**src/rtl/datapath.sv**
```systemverilog
// Accumulator-machine datapath: PC, IR, accumulator, 16x8 register file, ALU/shifter, Z/C flags.
// Define DATAPATH_RF_CLEAR_EN to have the synchronous reset also clear the register file.
module datapath (
  input  logic        clk,
  input  logic        CLB,
  input  logic        LoadIR,
  input  logic        IncPC,
  input  logic        SelPC,
  input  logic        LoadPC,
  input  logic        LoadReg,
  input  logic        LoadAcc,
  input  logic [1:0]  SelAcc,
  input  logic [3:0]  SelALU,
  input  logic [11:0] InstrData,
  output logic [7:0]  InstrAddr,
  output logic [3:0]  Opcode,
  output logic        Z,
  output logic        C,
  output logic [7:0]  AccOut
);

  logic [7:0]  pc_q, pc_d;
  logic [11:0] ir_q, ir_d;
  logic [7:0]  acc_q, acc_d;
  logic        z_q, z_d;
  logic        c_q, c_d;
  logic [7:0]  rf_q [16];
  logic [7:0]  rf_d [16];

  logic [3:0]  rf_idx;
  logic [7:0]  rf_rdata;
  logic [7:0]  imm;
  logic [8:0]  alu_res;

  assign rf_idx   = ir_q[3:0];
  assign rf_rdata = rf_q[rf_idx];
  assign imm      = ir_q[7:0];

  // Bit 8 carries C for every operation: carry, borrow, shifted-out bit, or 0.
  always_comb begin
    alu_res = 9'd0;
    case (SelALU[3:2])
      2'b00: begin
        case (SelALU[1:0])
          2'b01:   alu_res = {acc_q, 1'b0};
          2'b11:   alu_res = {acc_q[0], 1'b0, acc_q[7:1]};
          default: alu_res = {1'b0, acc_q};
        endcase
      end
      2'b01:   alu_res = {1'b0, ~(acc_q | rf_rdata)};
      2'b10:   alu_res = {1'b0, acc_q} + {1'b0, rf_rdata};
      default: alu_res = {1'b0, acc_q} - {1'b0, rf_rdata};
    endcase
  end

  always_comb begin
    pc_d = pc_q;
    if (LoadPC) begin
      pc_d = SelPC ? rf_rdata : imm;
    end else if (IncPC) begin
      pc_d = pc_q + 8'd1;
    end

    ir_d = LoadIR ? InstrData : ir_q;

    acc_d = acc_q;
    z_d   = z_q;
    c_d   = c_q;
    if (LoadAcc) begin
      case (SelAcc)
        2'b00: begin
          acc_d = alu_res[7:0];
          z_d   = (alu_res[7:0] == 8'd0);
          c_d   = alu_res[8];
        end
        2'b01:   acc_d = rf_rdata;
        2'b10:   acc_d = imm;
        default: acc_d = acc_q;
      endcase
    end
  end

  // Reset suppresses the write so the file is untouched by a reset cycle.
  always_comb begin
    rf_d = rf_q;
    if (LoadReg && !CLB) begin
      rf_d[rf_idx] = acc_q;
    end
  end

  always_ff @(posedge clk) begin
    if (CLB) begin
      pc_q  <= 8'd0;
      ir_q  <= 12'd0;
      acc_q <= 8'd0;
      z_q   <= 1'b0;
      c_q   <= 1'b0;
    end else begin
      pc_q  <= pc_d;
      ir_q  <= ir_d;
      acc_q <= acc_d;
      z_q   <= z_d;
      c_q   <= c_d;
    end
  end

`ifdef DATAPATH_RF_CLEAR_EN
  always_ff @(posedge clk) begin
    if (CLB) begin
      rf_q <= '{default: 8'd0};
    end else begin
      rf_q <= rf_d;
    end
  end
`else
  always_ff @(posedge clk) begin
    rf_q <= rf_d;
  end
`endif

  assign InstrAddr = pc_q;
  assign Opcode    = ir_q[11:8];
  assign Z         = z_q;
  assign C         = c_q;
  assign AccOut    = acc_q;

endmodule

```
**config.mk**
```make
export PLATFORM = sky130hd
export DESIGN_NAME = datapath
export DESIGN_NICKNAME = d
export VERILOG_FILES = /design/src/rtl/datapath.sv
export SDC_FILE = /design/constraint.sdc
export NUM_CORES = 1
export LEC_CHECK = 0
export CAP_MARGIN = 20
export CORE_MARGIN = 2
export CORE_UTILIZATION = 57
export DETAILED_ROUTE_END_ITERATION = 6
export PLACE_DENSITY = 0.77
export SYNTH_ARGS = -nofsm -noshare
export SYNTH_HDL_FRONTEND = slang
export SYNTH_SLANG_ARGS = --single-unit
export TNS_END_PERCENT = 50
```
**constraint.sdc**
```tcl
create_clock -name clk -period 6.7 [get_ports clk]
set_input_delay 1.005 -clock clk [delete_from_list [all_inputs] [get_ports clk]]
set_output_delay 1.005 -clock clk [all_outputs]
set_load 0.1 [all_outputs]
```
Word-level counts from Yosys, hierarchy flattened --
Cells that the tools add are included.
Storage, ports and cells: output and inout port bits 22, flip-flop bits (word level) 158, word-level logic and storage cells 57, input port bits 26
Operators by class: muxes and demuxes 12, bitwise logic cells 3, add/subtract/negate cells 3, order comparisons 2, reductions and logical operators 10, equal/unequal tests 6
Operators by type and width (count):
- $bwmux W128 | 1
- $mux W8 | 6
- $bmux W8 S4 | 1
- $demux W8 S4 | 1
- $pmux W9 S3 | 1
- $pmux W8 S3 | 1
- $pmux W9 S2 | 1
- $add A8 B8 Y9 | 1
- $sub A8 B8 Y9 | 1
- $add A8 B1 Y8 const B | 1
- $logic_not A8 Y1 | 1
- $not A8 Y8 | 1
- $or A8 B8 Y8 | 1
- $eq A2 B1 Y1 const B | 3
- $eq A2 B2 Y1 const B | 3
- $ge A5 B5 Y1 const B | 1
- $lt A5 B1 Y1 const B | 1
- $not A4 Y5 | 1
- $logic_not A2 Y1 | 2
- $reduce_and A2 Y1 | 2
- $reduce_bool A3 Y1 | 1
- $logic_and A1 B1 Y1 | 2
- $reduce_bool A2 Y1 | 1
- $logic_not A1 Y1 | 1

Depth between registers and ports, before layout --
word-level depth 8, mapped depth 18, mapped depth without buffers 16

Worst setup path before layout --
No wires, ideal clock.
path type register to register, start reg ir_q[0], end reg c_q, in the netlist C, stages on the path, launching flop included 17, period minus slack after synthesis 4.179 ns, buffers on the path 2, data arrival time 4.088 ns, slack 2.521 ns, setup time 0.091 ns, required time 6.609 ns, cells stage by stage dfxtp_1 > buf_6 > buf_4 > mux4_2 > mux4_2 > inv_2 > ha_1 > nor2_1 > xor2_1 > ha_1 > nor2b_1 > o21a_1 > o31a_1 > o41a_1 > or2_1 > mux2_4 > a311oi_1
On the way: word-level cells in the longest chain between the ends 6, elaborated cells on any way between the ends 7, classes of those cells add/sub: 2; mux: 4; bitwise: 1
RTL lines:
- start: declaration | line 23 | logic [11:0] ir_q, ir_d;
- start signal: assignment | line 100 | ir_q <= ir_d;
- $not A4 Y5 (implied by the code) * | line 36 | assign rf_rdata = rf_q[rf_idx];
- $bmux W8 S4 * | line 36
- $mux W8 (implied by the code) * (2 in a row) | line 36
- $sub A8 B8 Y9 or $add A8 B8 Y9 (tied branches) | line 52, 51
- $pmux W9 S3 * | line 42 | case (SelALU[3:2])
- end signal: assignment | line 97 | c_q <= 1'b0;
- end signal: assignment | line 103 | c_q <= c_d;
- end: declaration | line 26 | logic c_q, c_d;
Mark *: on every way between the ends. The rest lies on a longest branch, timed or not. The select of a mux whose other input is x is not followed. A chain may end at the register's enable or synchronous reset.

Worst setup path after layout --
Ends and elaborated chain as after synthesis.

==> metrics.txt <==
status finished, final reports clean; GRT overflow 0; Worst EP arrival 5330 ps; gpl congestion 0.926; Post CTS Setup Buffer Count 0; hpwl dp 11.1 mm; chip width 118 um; Final Skew approximately 7.8 ps; final instance count without filler cells 745; Resize count post-CTS 0; VDD IR max roughly 0.24 mV; Synth cell types 66; initial DRC count 457; Slew @ Worst Pin between 1000 and 1500 ps; nets approximately 600; Clock Tree Buf Depth 2; Cell Pwr Density around 280 nW/um^2; Antenna Violating Nets Remaining 0; Lkg Pwr 2.86 nW; final hold vios 0; CP Launch Type flop; async set-reset flop share out of synthesis 0%; RSZ-0062 raised after global routing false; I/O Pins 48; Worst path max stage delay 800 ps; Top Family by Delay on Critical Path multiplexers; area leader, netlist edfxtp_1; Initial Utilization roughly three fifths; max-slew violations 0; final core occ between 60 and 70%; Die Area roughly 14000 um^2; Synth Flop Type edfxtp_1; final setup fails 0; GRT Overall Usage between 20% and 30%; # rows 41; CTS H-tree depth 4; vias in the first global route 4633; Final Power 2.38 mW; part of the Yosys area used for sequential elements about three fifths; hold buffer count at CTS 0; IO Port Bufs 47; Syn Nets 561; Post-synth EDFFs 128; crit path cell chain buf_4 -> mux4_2 -> mux4_2 -> inv_2 -> ha_1 -> nor2_1 -> xor2_1 -> ha_1 -> nor2b_1 -> o21a_1 -> o31a_1 -> o41a_1 -> or2_1 -> mux2_4 -> a311oi_1; Avg Cell Area, Syn 14.2 um^2; final worst slack 1700 ps; clock-pin slew on the worst setup and hold paths 60 ps; Pre-antenna DRT Iters 5; crit path buf inv count 2; top post-synthesis cells by area edfxtp_1, mux4_2, dfxtp_1; TNS Setup 0 ps; CTS buffer count 17; wire length per cell around 23 um; first-pass GRT wire length approximately 26 mm; WS Path Type flop to flop; CTS root buf clkbuf_16; DRC 0; Inst Count DP a little over 700; Slew headroom between 30% and 40%; Ys Warns 0; crit share post-route 74.7%; clk sinks 158; initial antenna violation count 1; top cell type's share of synthesized area a little over half; Core Region approximately 13000 um^2; total wire length 16.8 mm; synthesized cell area 7380 um^2; Area Growth Syn to Fin 14.9%; Fmax 200 MHz; CTS tree yes; Via density 6.21; DR vias approximately 4600; worst-skew pair later-pin latency roughly 420 ps; min Tclk post-route 5000 ps; worst min path class flop to flop; CP max-delay cell dfxtp_2; layout cells sized above 1 13.6%; Worst EP required between 7000 and 8000 ps; Max FO, Critical Path 24; number of synthesized register bits between 150 and 200; Worst Setup End Kind flop; post-synthesis cell count ~520; max cap viols 0; die height 118 um; largest net degree at the start of global routing 32; Post-Place Worst Slack 1720 ps
==> cells in the final DEF (no fill, tap or decap), drive strengths merged, types with 2 or more instances in the layout <==
| master | instances |
|---|---|
| o221ai | 2 |
| mux2i | 31 |
| or3 | 2 |
| xor2 | 8 |
| a22oi | 4 |
| edfxtp | 128 |
| nor2 | 57 |
| dfxtp | 30 |
| clkbuf | 21 |
| a221o | 6 |
| nor4 | 2 |
| buf | 9 |
| a31oi | 3 |
| o21a | 3 |
| a211oi | 11 |
| inv | 12 |
| mux4 | 33 |
| clkdlybuf4s50 | 47 |
| xnor2 | 9 |
| nand4 | 4 |
| nand2b | 7 |
| clkinv | 8 |
| nor2b | 5 |
| a21oi | 16 |
| o211ai | 9 |
| nor3b | 2 |
| o22ai | 6 |
| o21ai | 10 |
| nor3 | 7 |
| or2 | 2 |
| nand2 | 30 |
| mux2 | 2 |
| a211o | 2 |
| ha | 15 |
| nand3 | 6 |
==> Yosys cell counts, types with 3 or more instances <==
cell type	number
a221o_1	6
inv_1	9
clkbuf_1	17
nor3_1	7
o22ai_1	6
a21oi_1	16
xnor2_1	9
o211ai_1	9
mux4_2	31
xor2_1	8
nor2b_1	5
nand2b_1	7
o21ai_0	10
a211oi_1	11
edfxtp_1	128
nand4_1	4
buf_1	3
buf_6	3
mux2i_4	3
o21a_1	3
mux2i_1	28
ha_1	15
a31oi_1	3
nand2_1	28
a22oi_1	4
nand3_1	6
dfxtp_1	30
buf_4	5
buf_2	6
nor2_1	56
==> layout make-up <==
type | instances | area [um^2]
diodes | 1 | 2.50
flip-flops and latches | 158 | 4450
fillers | 907 | 4140
clock buffers | 21 | 440
clock inverters | 11 | 92.6
inverters | 11 | 41.3
multi-input cells | 315 | 2710
repair buffers | 56 | 538
well taps | 172 | 215
==> path summary, 6_finish.rpt <==
path | cells after the start | startpoint | slack (ps) | to
setup / recovery | 15 | ir_q[0]$_SDFFE_PP0P_ | 1700 | C$_SDFFE_PP0P_
setup reg to reg | 15 | ir_q[0]$_SDFFE_PP0P_ | 1700 | C$_SDFFE_PP0P_
hold / removal | 2 | ir_q[11]$_SDFFE_PP0P_ | 490 | ir_q[11]$_SDFFE_PP0P_
hold reg to reg | 2 | ir_q[11]$_SDFFE_PP0P_ | 490 | ir_q[11]$_SDFFE_PP0P_
==> report_power, final <==
group / internal, mW / total [mW] / leakage, nW / switching (mW)
clock network: 0.507 / 0.874 / 0.256 / 0.367
registers: 1.09 / 1.12 / 1.43 / 0.0320
logic: 0.139 / 0.382 / 1.18 / 0.243
total: 1.73 / 2.38 / 2.86 / 0.642
==> flip-flops by register name, indices dropped and copies added, names as in the netlist <==
name       cells
InstrAddr      8
ir_q          12
C              1
rf_q         128
Z              1
AccOut         8
==> logic make-up after synthesis <==
logic type      count (synthesis)  share of synthesized area, %
mux                            66                          15.2
simple gates                  129                          8.23
fa+ha+maj                      16                          2.81
buf+inv                        46                          3.15
xor+xnor                       17                          2.02
compound gates                 87                          8.37
flops                         158                          60.2
==> metal layers <==
metal	GRT usage [%]	wire (um)	up-vias
li1	-	-	2095
met1	34.3	7120	2253
met2	37.8	7760	237
met3	7.07	1340	43
met4	11.8	558	0
met5	0	0	-
==> worst reg2reg max path: cells and delay by family, from the launching register on <==
kind,cells,cell delay [ps]
AND/OR/NAND/NOR,3,490
XOR/XNOR,1,150
multiplexers,3,1350
flip-flops,1,800
buffers and inverters,2,500
adder cells (fa/ha/maj),2,570
AO/OA/AOI/OAI,4,1040
==> per-stage QoR <==
stage | cell area (um^2) | hold WS [ps]
after floorplan | 7380 | 462
after global placement | 7950 | 473
after detailed placement | 7950 | 483
after CTS | 8480 | 498
after global routing | 8480 | 530
final | 8480 | 489
Note: power is estimated with default switching activity, not from simulation.
